### src/rtl/cmd_pkg.sv
// Shared definitions for the OPB command link (cmd_client / cmd_server):
// frame constants, response error codes, FSM states and frame byte selection.
package cmd_pkg;

    localparam logic [7:0] HDR_WR    = 8'h5A;
    localparam logic [7:0] HDR_RD    = 8'h5B;
    localparam int         FRAME_LEN = 10;
    localparam logic [3:0] LAST_IDX  = 4'(FRAME_LEN - 1);

    localparam logic [1:0] ERR_OK      = 2'b00;
    localparam logic [1:0] ERR_TIMEOUT = 2'b01;
    localparam logic [1:0] ERR_FORMAT  = 2'b10;

    typedef enum logic [1:0] {
        ST_IDLE,
        ST_SEND,
        ST_RECV,
        ST_DONE
    } state_t;

    // Byte at position idx of a frame: header, address MSB first,
    // data MSB first, then the inverted header as trailer.
    function automatic logic [7:0] frame_byte(
        input logic [7:0]  hdr,
        input logic [31:0] addr,
        input logic [31:0] data,
        input logic [3:0]  idx
    );
        logic [7:0] b;
        b = 8'h00;
        case (idx)
            4'd0: b = hdr;
            4'd1: b = addr[31:24];
            4'd2: b = addr[23:16];
            4'd3: b = addr[15:8];
            4'd4: b = addr[7:0];
            4'd5: b = data[31:24];
            4'd6: b = data[23:16];
            4'd7: b = data[15:8];
            4'd8: b = data[7:0];
            4'd9: b = ~hdr;
            default: b = 8'h00;
        endcase
        return b;
    endfunction

endpackage

### src/rtl/cmd_client_timer.sv
// Reply timeout timer: synchronises the 2 kHz time base, turns each rising
// edge into a one-cycle tick and counts ticks up to TIMEOUT_TICKS.
module cmd_client_timer #(
    parameter int TIMEOUT_TICKS = 20
) (
    input  logic sys_clk,
    input  logic sys_rst,
    input  logic pulse_2khz,
    input  logic run,
    input  logic clear,
    output logic timeout
);

    // TIMEOUT_TICKS must be at least 1 so the counter has a width.
    localparam int CNT_W = $clog2(TIMEOUT_TICKS + 1);

    logic             sync_1;
    logic             sync_2;
    logic             sync_prev;
    logic             tick;
    logic [CNT_W-1:0] tick_cnt;

    // Two-flop synchroniser plus one delay flop for edge detection.
    always_ff @(posedge sys_clk) begin
        // NOTE: non-blocking assignments make each flop take its neighbour's pre-edge value, forming a real shift chain.
        if (sys_rst) begin
            sync_1    <= 1'b0;
            sync_2    <= 1'b0;
            sync_prev <= 1'b0;
        end else begin
            sync_1    <= pulse_2khz;
            sync_2    <= sync_1;
            sync_prev <= sync_2;
        end
    end

    assign tick    = sync_2 & ~sync_prev;
    assign timeout = (tick_cnt == CNT_W'(TIMEOUT_TICKS));

    // Tick counter: clear wins over counting; saturates at the timeout value.
    always_ff @(posedge sys_clk) begin
        if (sys_rst) begin
            tick_cnt <= '0;
        end else if (clear) begin
            tick_cnt <= '0;
        end else if (run && tick && !timeout) begin
            tick_cnt <= tick_cnt + 1'b1;
        end
    end

endmodule

### src/rtl/cmd_client.sv
// OPB command client: serialises one read/write request into a 10-byte
// frame on the TX byte stream, then collects the 10-byte reply from the RX
// stream and reports data plus an ok / timeout / format-error code.
module cmd_client
    import cmd_pkg::*;
#(
    parameter int TIMEOUT_TICKS = 20
) (
    input  logic        sys_clk,
    input  logic        sys_rst,
    input  logic        pulse_2khz,
    input  logic        req_valid,
    output logic        req_ready,
    input  logic        req_wr,
    input  logic [31:0] req_addr,
    input  logic [31:0] req_wdata,
    output logic        rsp_valid,
    output logic [31:0] rsp_rdata,
    output logic [1:0]  rsp_err,
    output logic [7:0]  tx_data,
    output logic        tx_stb,
    input  logic        tx_ack,
    input  logic [7:0]  rx_data,
    input  logic        rx_stb,
    output logic        rx_ack
);

    state_t      state;
    logic [3:0]  idx;
    logic [7:0]  hdr_q;
    logic [31:0] addr_q;
    logic [31:0] wdata_q;
    logic [31:0] rx_addr_q;
    logic [31:0] rx_data_q;
    logic        timeout;
    logic        in_recv;

    // RX bytes are drained in every state but DONE; in RECV they are parsed,
    // elsewhere they are simply dropped.
    assign rx_ack  = rx_stb && !sys_rst && (state != ST_DONE);
    assign in_recv = (state == ST_RECV);

    // Counter is held at zero outside RECV, so it starts clean on entry,
    // and restarts on every consumed reply byte.
    cmd_client_timer #(
        .TIMEOUT_TICKS(TIMEOUT_TICKS)
    ) u_timer (
        .sys_clk   (sys_clk),
        .sys_rst   (sys_rst),
        .pulse_2khz(pulse_2khz),
        .run       (in_recv),
        .clear     (!in_recv || rx_stb),
        .timeout   (timeout)
    );

    // Request / frame / reply state machine with registered outputs.
    always_ff @(posedge sys_clk) begin
        if (sys_rst) begin
            state     <= ST_IDLE;
            idx       <= 4'd0;
            hdr_q     <= 8'h00;
            addr_q    <= 32'h0;
            wdata_q   <= 32'h0;
            rx_addr_q <= 32'h0;
            rx_data_q <= 32'h0;
            req_ready <= 1'b1;
            tx_stb    <= 1'b0;
            tx_data   <= 8'h00;
            rsp_valid <= 1'b0;
            rsp_rdata <= 32'h0;
            rsp_err   <= ERR_OK;
        end else begin
            case (state)
                ST_IDLE: begin
                    if (req_valid) begin
                        hdr_q     <= req_wr ? HDR_WR : HDR_RD;
                        addr_q    <= req_addr;
                        wdata_q   <= req_wr ? req_wdata : 32'h0;
                        idx       <= 4'd0;
                        tx_stb    <= 1'b1;
                        tx_data   <= req_wr ? HDR_WR : HDR_RD;
                        req_ready <= 1'b0;
                        state     <= ST_SEND;
                    end
                end

                ST_SEND: begin
                    if (tx_ack) begin
                        if (idx == LAST_IDX) begin
                            tx_stb  <= 1'b0;
                            tx_data <= 8'h00;
                            idx     <= 4'd0;
                            state   <= ST_RECV;
                        end else begin
                            idx     <= idx + 4'd1;
                            tx_data <= frame_byte(hdr_q, addr_q, wdata_q, idx + 4'd1);
                        end
                    end
                end

                ST_RECV: begin
                    // A received byte takes priority over a simultaneous timeout.
                    if (rx_stb) begin
                        if (idx == 4'd0) begin
                            // Hunt for our own header; anything else is line noise.
                            if (rx_data == hdr_q) begin
                                idx <= 4'd1;
                            end
                        end else begin
                            if (idx <= 4'd4) begin
                                rx_addr_q <= {rx_addr_q[23:0], rx_data};
                            end else if (idx <= 4'd8) begin
                                rx_data_q <= {rx_data_q[23:0], rx_data};
                            end
                            if (idx == LAST_IDX) begin
                                rsp_valid <= 1'b1;
                                rsp_rdata <= rx_data_q;
                                rsp_err   <= ((rx_addr_q != addr_q) || (rx_data != ~hdr_q))
                                             ? ERR_FORMAT : ERR_OK;
                                idx       <= 4'd0;
                                state     <= ST_DONE;
                            end else begin
                                idx <= idx + 4'd1;
                            end
                        end
                    end else if (timeout) begin
                        rsp_valid <= 1'b1;
                        rsp_rdata <= 32'h0;
                        rsp_err   <= ERR_TIMEOUT;
                        idx       <= 4'd0;
                        state     <= ST_DONE;
                    end
                end

                ST_DONE: begin
                    rsp_valid <= 1'b0;
                    req_ready <= 1'b1;
                    state     <= ST_IDLE;
                end

                default: begin
                    state <= ST_IDLE;
                end
            endcase
        end
    end

endmodule

### config.mk
export PLATFORM = sky130hd
export DESIGN_NAME = cmd_client
export DESIGN_NICKNAME = d
export VERILOG_FILES = /design/src/rtl/cmd_pkg.sv /design/src/rtl/cmd_client_timer.sv /design/src/rtl/cmd_client.sv
export SDC_FILE = /design/constraint.sdc
export NUM_CORES = 1
export LEC_CHECK = 0
export BUFFER_PORTS_ARGS = -buffer_cell sky130_fd_sc_hd__buf_2
export CORE_UTILIZATION = 51
export DETAILED_ROUTE_END_ITERATION = 8
export PLACE_DENSITY = 0.82
export SKIP_CTS_REPAIR_TIMING = 1
export SLEW_MARGIN = 20
export SYNTH_ARGS = -nofsm -noshare
export SYNTH_HDL_FRONTEND = slang
export SYNTH_SLANG_ARGS = --single-unit
### constraint.sdc
create_clock -name sys_clk -period 1.88 [get_ports sys_clk]
set_input_delay 0.188 -clock sys_clk [delete_from_list [all_inputs] [get_ports sys_clk]]
set_output_delay 0.188 -clock sys_clk [all_outputs]
set_load 0.05 [all_outputs]
==> run_results.csv <==
group,metric,value,unit
final_layout,multiInputGateArea,3988,um2
floorplanning,core,15370,um2
power_and_ir_drop,ir_drop,0.001126,V
sta,setup_viol,0,
cts,htreeDepth,4,
global_route,met3_usage,5.008,%
sta,period_needed,1.829,ns
sta,worst_hold_slack,-0.01858,ns
routing,ant_nets,0,
worst_setup_path,start_kind,"flop",
global_route,globalRouteTotalUtil,26.18,%
synth,seq_area_frac_synth,46.55,%
synth,ys_top_cells_by_area,"dfxtp_1 47%, nand2_1 8.7%, a21oi_1 7.1%",
routing,first_iter_violations,745,
worst_setup_path,r2r_setup_slack,0.05,ns
global_route,grt.busiest_layer,"met2",
cts,cts.sinks,189,
synth,synth_common_cells,"189 x dfxtp_1, 188 x nand2_1, 116 x a21oi_1",
floorplanning,initial_core_util,52.88,%
worst_setup_path,crit_arrival,1.64,ns
cts,clkLatencyLatePin,0.44,ns
placed_design,globalplace.congestion,0.8819,
worst_hold_path,worstHoldEndpoint,"u_timer.sync_1",
floorplanning,placementRows,45,
placed_design,dp_hpwl,14310,um
final_layout,area_growth,20.54,%
final_layout,drive_gt1_share,21.10,%
global_route,grt_pass1_vias,6539,
global_route,grt_max_degree,111,
sta,fin_worst_skew,0.007829,ns
synth,yosysWarnings,0,
placed_design,placed_cell_area,8989,um2
synth,ys_ff_latch,189,
final_layout,diodes,0,
global_route,grt_pass1_wl,33300,um
floorplanning,dieArea,16450,um2
status,violations,"negative hold slack",
sta,fmax,546.8,MHz
final_layout,seqCellArea,3789,um2
global_route,use_met1,34.15,%
final_layout,fillCellCount,1257,
routing,drc,0,
synth,synth.avg_cell_area,8.565,um2
final_layout,final_cell_area,9797,um2
worst_setup_path,slowest_stage,"dfxtp_1",
sta,final.period_utilization,97.28,%
synth,yosys.area.top_type_share,46.55,%
sta,slew_viol_final,0,
cts,cts_buffers,17,
power_and_ir_drop,power_density,1099,nW/um2
worst_setup_path,crit_fanout,3,
final_layout,final_util,63.74,%
sta,relSlewSlack,67.29,%
global_route,groute.layer.met2.usage,43.12,%
synth,ys_async_sr_fraction,0,%
cts,clk_root_buffer_cell,"clkbuf_16",
worst_setup_path,critPathKind,"reg -> out",
routing,wirelength,21050,um
final_layout,layout.nets,1149,
floorplanning,io_pins,125,
worst_setup_path,end_kind,"output port",
global_route,antenna_found_initial,0,
routing,wire_per_inst,16.35,um
flow_run,maxCapViolCount,0,
placed_design,portBuffers,124,
worst_setup_path,ff2ff_path_depth,8,
cts,clk_pin_slew,0.06,ns
synth,ys.flop_type,"dfxtp_1",
synth,syn-instance-count,949,
synth,synth_nets,1034,
synth,synth_edf_count,0,
worst_setup_path,critical_path.cell_chain,"buf_4, ha_1, inv_1, and3_1, buf_2",
status,outcome,"complete, but fails checks",
worst_setup_path,r2r-end,"rx_addr_q[13]",
worst_setup_path,crit_required,1.69,ns
global_route,gr-total-overflow,0,
routing,vias,7134,
cts,clockBufferDepth,2,
routing,drtPass1Iterations,5,
worst_hold_path,hold_depth,2,
synth,synth_cell_types,63,
routing,avgViaCountPerCell,5.543,
power_and_ir_drop,p_leak,3.770,nW
floorplanning,fp.dieW,128.2,um
worst_setup_path,r2r-start,"idx[0]",
sta,tightest_slew,0.4907,ns
synth,syn_area,8128,um2
synth,synth.most_common_cell,"dfxtp_1",
sta,hold_viol_final,7,
floorplanning,die_h,128.2,um
worst_hold_path,hold_class,"in -> reg",
synth,synth_top_cell_by_area,"dfxtp_1",
cts,cts_tree,"built",
worst_setup_path,crit_path_max_incr_delay,0.31,ns
worst_hold_path,worst_hold_startpoint,"pulse_2khz",
==> where the power goes <==
part           total [W]  internal (W)  switching [W]
sequential       0.00461       0.00431       0.000303
clock            0.00367       0.00215        0.00152
combinational    0.00248      0.000963        0.00152
==> stage by stage <==
stage	total power [W]	setup TNS (ns)	setup slack, ns	hold slack (ns)	instances
global placement	0.007019	0	0.1038	0.4046	1245
finish	0.01077	0	0.05118	-0.01858	1287
detailed placement	0.007068	0	0.02257	0.4233	1245
floorplan	0.006334	0	0.1136	0.3162	949
CTS	0.01069	-0.08340	-0.02205	-0.02463	1276
global route	0.01125	-0.08596	-0.06359	-0.001654	1287
==> state kept, by name (all words and copies together), names as in the netlist <==
signal / count
addr_q: 32
hdr_q: 2
idx: 4
req_ready: 1
rsp_err: 2
rsp_rdata: 32
rsp_valid: 1
rx_addr_q: 32
rx_data_q: 32
state: 2
tx_data: 8
tx_stb: 1
u_timer.sync_1: 1
u_timer.sync_2: 1
u_timer.sync_prev: 1
u_timer.tick_cnt: 5
wdata_q: 32
==> how the worst max path moves through the flow <==
stage / from / to / slack, ns / depth (start not counted)
6_report: state[0] / rx_ack / 0.05 / 5
3_3_place_gp: idx[0] / rx_data_q[3] / 0.10 / 7
3_5_place_dp: idx[0] / rx_data_q[24] / 0.02 / 7
4_1_cts: idx[0] / rx_addr_q[3] / -0.02 / 7
2_1_floorplan: state[0] / rsp_rdata[0] / 0.11 / 9
5_1_grt: idx[0] / rx_addr_q[13] / -0.06 / 8
==> final cells by class <==
cell class	count	area share [%]
Tap cell	211	2.695
Inverter	9	0.3448
Sequential cell	189	38.67
Timing Repair Buffer	168	11.49
Clock buffer	20	4.662
Clock inverter	11	1.430
Multi-Input combinational cell	679	40.70
==> layer usage <==
| layer | wire [um] | share of wire, % |
|---|---|---|
| met1 | 9118 | 43 |
| met2 | 10190 | 48 |
| met3 | 1322 | 6.3 |
| met4 | 418 | 2.0 |
| met5 | 0 | 0 |
==> kinds of logic (layout without fill, tap and decap cells) <==
group / after synthesis / in the layout / share of synthesized area [%]
multiplexers: 55 / 55 / 7.497
AND/OR/NAND/NOR: 382 / 382 / 20.91
AO/OA/AOI/OAI: 198 / 198 / 15.12
buffers and inverters: 81 / 208 / 4.911
XOR/XNOR: 38 / 38 / 4.095
adder cells (fa/ha/maj): 6 / 6 / 0.9236
flip-flops: 189 / 189 / 46.55
==> worst max-delay path, delay by kind of cell (launching register included) <==
| family | cells | cell delay [ns] |
|---|---|---|
| flops | 1 | 0.31 |
| buf+inv | 3 | 0.51 |
| fa+ha+maj | 1 | 0.22 |
| simple gates | 1 | 0.16 |
==> cell usage in the layout (no fill, tap or decap), types with 7 or more instances in the layout <==
master / instances
a211oi_1: 8
clkbuf_16: 20
nand2_1: 185
nor3_1: 8
buf_4: 27
nand3_1: 47
mux2i_1: 46
dfxtp_1: 185
inv_1: 9
nor2b_1: 10
buf_2: 123
a21oi_1: 116
a22oi_1: 35
o21ai_0: 7
xnor2_1: 18
xor2_1: 20
nor2_1: 90
buf_12: 8
Power figures use the tool's default switching activity.
